**src/rtl/carrier_sense_gate.sv**
```systemverilog
// Carrier-sense transmit gate: holds a pending TX request until the channel has
// read idle for rssi_wait clocks, then grants the TX path until the packet ends.
module carrier_sense_gate #(
    parameter int RSSI_W = 16
) (
    input  logic              clk,
    input  logic              reset,
    input  logic [RSSI_W-1:0] rssi,
    input  logic              rssi_valid,
    input  logic [31:0]       threshhold,
    input  logic [31:0]       rssi_wait,
    input  logic              tx_req,
    input  logic              tx_done,
    output logic              tx_grant,
    output logic              channel_busy,
    output logic [15:0]       defer_count,
    output logic [15:0]       debugbus
);

    typedef enum logic [1:0] {
        IDLE  = 2'd0,
        SENSE = 2'd1,
        TX    = 2'd2,
        HOLD  = 2'd3
    } state_t;

    state_t      state_q, state_d;
    logic        busy_q, busy_d;
    logic        clear;
    logic        defer_hit, deferred_q;
    logic [31:0] idle_cnt;
    logic        unused_thr;

    assign unused_thr = ^threshhold[30:RSSI_W];

    // A fresh sample overrides the held flag; idle_cnt follows the value being registered
    assign busy_d = rssi_valid ? (rssi >= threshhold[RSSI_W-1:0]) : busy_q;
    assign clear  = ~threshhold[31] | (~busy_q & (idle_cnt >= rssi_wait));

    always_comb begin
        state_d   = state_q;
        defer_hit = 1'b0;
        case (state_q)
            IDLE: if (tx_req) state_d = SENSE;
            SENSE: begin
                if (!tx_req)    state_d = IDLE;
                else if (clear) state_d = TX;
                else            defer_hit = 1'b1;
            end
            TX:   if (tx_done || !tx_req) state_d = HOLD;
            HOLD: state_d = IDLE;
            default: state_d = IDLE;
        endcase
    end

    always_ff @(posedge clk or negedge reset) begin
        if (!reset) begin
            state_q     <= IDLE;
            tx_grant    <= 1'b0;
            busy_q      <= 1'b0;
            idle_cnt    <= '0;
            defer_count <= '0;
            deferred_q  <= 1'b0;
        end else begin
            state_q  <= state_d;
            tx_grant <= (state_d == TX);
            busy_q   <= busy_d;
            if (busy_d || state_q == TX)
                idle_cnt <= '0;
            else if (idle_cnt != 32'hFFFF_FFFF)
                idle_cnt <= idle_cnt + 32'd1;
            // Count a deferral once per request, not once per waiting cycle
            if (defer_hit && !deferred_q && defer_count != 16'hFFFF)
                defer_count <= defer_count + 16'd1;
            deferred_q <= (state_d == SENSE) && (deferred_q || defer_hit);
        end
    end

    assign channel_busy = busy_q;
    assign debugbus     = {state_q, tx_req, tx_done, tx_grant, busy_q, clear,
                           rssi_valid, idle_cnt[7:0]};

endmodule

```
**config.mk**
```make
export PLATFORM = sky130hd
export DESIGN_NAME = carrier_sense_gate
export DESIGN_NICKNAME = d
export VERILOG_FILES = /design/src/rtl/carrier_sense_gate.sv
export SDC_FILE = /design/constraint.sdc
export NUM_CORES = 1
export LEC_CHECK = 0
export ABC_CLOCK_PERIOD_IN_PS = 2800
export BUFFER_PORTS_ARGS = -buffer_cell sky130_fd_sc_hd__buf_4
export CAP_MARGIN = 15
export CORE_UTILIZATION = 35
export DETAILED_ROUTE_END_ITERATION = 8
export HOLD_SLACK_MARGIN = 0.08
export SLEW_MARGIN = 20
export SYNTH_ARGS = -nofsm -noshare
export SYNTH_HDL_FRONTEND = slang
export SYNTH_SLANG_ARGS = --single-unit
```
**constraint.sdc**
```tcl
create_clock -name clk -period 2.8 [get_ports clk]
set_input_delay 0.42 -clock clk [delete_from_list [all_inputs] [get_ports clk]]
set_output_delay 0.42 -clock clk [all_outputs]
set_load 0.05 [all_outputs]
```
==> summary.md <==
| Metric | Value |
|---|---|
| Yosys warns | `0` |
| Dpl ws | `0.0273 ns` |
| Final Hold Fails | `0` |
| Worst Path Class, Setup | `reg2out` |
| CP max-delay cell | `dfrtp_2` |
| Synth top area share | `32.9%` |
| Pre-antenna DRT Iters | `5` |
| PwrDens | `464 nW/um^2` |
| Achievable frequency | `365 MHz` |
| Clock latency on the worst-skew pair | `about 0.3 ns` |
| Primary FF master, synth | `dfrtp_1` |
| Setup Skew | `0.00784 ns` |
| Deepest clock path buffer count | `2` |
| Port bufs | `between 100 and 150` |
| Avg Cell Area, Syn | `8.83 sq um` |
| Worst setup margin | `0.0581 ns` |
| R2R Path End | `defer_count[1]$_DFFE_PN0P_` |
| CTS sink cnt | `53` |
| ANT cells | `0` |
| Vias | `roughly 3500` |
| Die Span Y | `around 110 um` |
| Setup Viol. Count Final | `0` |
| Max rail drop VDD | `0.000766 V` |
| Antenna Violating Nets Remaining | `0` |
| Synthesized area | `4030 sq um` |
| Element type at the critical path end | `primary output` |
| Root buffer cell | `clkbuf_16` |
| Crit path cell chain | `ha_4 > and4_4 > nand2_2 > o311a_4 > a211oi_4 > nor2_2 > inv_1 > buf_6` |
| Layout fillers | `1106` |
| Synth async-reset ratio | `100%` |
| Starting Density | `36.5%` |
| Syn Inst Count | `456` |
| Critical Path Start Type | `register` |
| Die width | `109 um` |
| Total Wirelength | `between 9000 and 10000 um` |
| GRT Util Overall | `16.8%` |
| Post-synth EDFFs | `0` |
| Site row count | `38` |
| Initial drt markers | `169` |
| Post-synthesis sequential area ratio | `32.9%` |
| RR Startpoint | `idle_cnt[0]$_DFFE_PN0P_` |
| Final nets | `703` |
| Worst Path Required | `2.38 ns` |
| Largest area contributor in the netlist | `dfrtp_1` |
| Pleak | `2.78 nW` |
| H-tree lvl count | `2` |
| Syn nets | `591` |
| Post-synth cell types | `48` |
| Die ar. | `11900 sq um` |
| Clock-pin slew on the worst setup and hold paths | `0.07 ns` |
| Worst-Margin Slew | `0.687 ns` |
| Seq cells post-synth | `between 50 and 60` |
| Syn-to-layout area delta | `30.7%` |
| Post-DP HPWL | `7140 um` |
| Final Instance Area | `~5300 sq um` |
| CP max stage delay | `~0.46 ns` |
| Critical Path Fanout Max | `4` |
| Status | `completed` |
| Worst path arrival time | `2.32 ns` |
| Share of layout cells above drive strength 1 | `between 20 and 30%` |
| First-pass GRT wire length | `15900 um` |
| Ranking of synthesized cells by area | `dfrtp_1, ha_1, xor2_1, inv_1, nor2_1` |
| Power, Total | `about 2.4 mW` |
| Worst hold-check path type | `in2async` |
| Wire length per cell | `13.1 um` |
| R2R setup slack | `0.30 ns` |
| Max Slew Vio Count | `0` |
| Crit. Startpoint | `idle_cnt[10]$_DFFE_PN0P_` |
| Vias in the first global route | `3582` |
| Drc violations | `0` |
| Number of buffers created by CTS | `5` |
| Area after DPL | `4930 sq um` |
| Max cap viols | `0` |
| Gp weighted congestion | `approximately 0.81` |
| I/O pin count | `between 100 and 150` |
| Core footprint | `between 10000 and 15000 sq um` |
| Vias per cell | `4.94` |
| Hold_buf cts | `0` |
| GR Overflow Total | `0` |
| CTS tree | `built` |
| Depth of the worst register-to-register path | `10` |
| Initial antenna violation count | `0` |
| Fin crit share | `97.9%` |
| Slew margin rel. | `a little over half` |
| Most common cell in the netlist | `inv_1` |
| Largest net degree at the start of global routing | `54` |
| Final min period | `2.74 ns` |
| Post-synth top cells | `inv_1, dfrtp_1, ha_1` |
timing repair:
action,in CTS,in global routing
setup endpoints to repair,1,1
buffers inserted,5,8
resized for setup,5,7
pin swaps,1,2
endpoints found under the hold margin,0,0
worst max-delay path, delay by kind of cell (launching register included):
kind	cells	cell delay (ns)
buffers and inverters	2	0.25
adders and majority gates	1	0.28
DFF	1	0.46
and+or+nand+nor	3	0.38
AOI/OAI and AO/OA	2	0.65
power breakdown:
part	switching (mW)	leakage, nW	internal [mW]
Combinational	0.507	1.98	0.325
Sequential	0.0685	0.715	0.826
Clock	0.290	0.0800	0.424
worst max path at each step:
stage / cells past startpoint / end / slack, ns
final: 8 / debugbus[9] / 0.06
after global routing: 8 / debugbus[9] / -0.03
after CTS: 8 / debugbus[9] / 0.0001
after detailed placement: 9 / defer_count[1]$_DFFE_PN0P_ / 0.03
after global placement: 9 / debugbus[9] / 0.02
after floorplan: 10 / debugbus[9] / 0.15
state kept, by name, indices dropped and copies added (netlist names):
name / cells
idle_cnt: 32
defer_count: 16
state_q: 2
channel_busy: 1
deferred_q: 1
tx_grant: 1
routing by layer:
metal	share of wire, %	global-route usage (%)
met5	0	0
met4	0.79	4.57
met3	5.9	3.89
met2	47	30.3
met1	46	19.7
through the flow:
| step | std cells | hold WS, ns | setup TNS, ns | util [%] |
|---|---|---|---|---|
| detailed placement | 688 | 0.487 | 0 | 44.7 |
| CTS | 701 | 0.193 | 0 | 46.8 |
| finish | 709 | 0.164 | 0 | 47.7 |
| floorplan | 456 | 0.124 | 0 | - |
| global route | 709 | 0.226 | -0.0290 | 47.7 |
| global placement | 688 | 0.482 | 0 | 44.7 |
logic make-up after synthesis:
kind of cell | count (synthesis) | share of synthesized area (%)
fa+ha+maj | 50 | 15.5
flops | 53 | 32.9
buf+inv | 80 | 9.26
simple gates | 175 | 22.9
mux | 2 | 0.621
xor+xnor | 45 | 9.79
compound gates | 51 | 8.95
area by class of cell:
cell class | instances | area [sq um] | share of cell area (%)
clock buffer | 5 | 125 | 2.38
clock inverter | 3 | 46.3 | 0.880
inverter | 55 | 206 | 3.92
multi-input combinational | 323 | 2390 | 45.3
sequential | 53 | 1330 | 25.3
tap | 140 | 175 | 3.33
timing repair buffer | 130 | 992 | 18.9
layout by cell type (no fill, tap or decap), types with 2 or more instances in the layout:
cell type,count
a211o_1,2
a211oi_1,3
a21o_1,8
a21oi_1,14
a221oi_1,2
and2_1,5
and3_1,11
and4_1,7
and4_4,3
buf_4,128
clkbuf_16,5
dfrtp_1,49
dfrtp_2,4
ha_1,48
ha_4,2
inv_1,55
nand2_1,26
nand2_2,2
nand2b_1,3
nand3_1,18
nand4_1,24
nor2_1,48
nor3_1,16
nor3b_1,2
nor4_1,3
nor4b_1,2
o21a_1,2
o21ai_0,8
o22ai_1,2
xnor2_1,12
xor2_1,33
(Power assumes the default switching activity.)
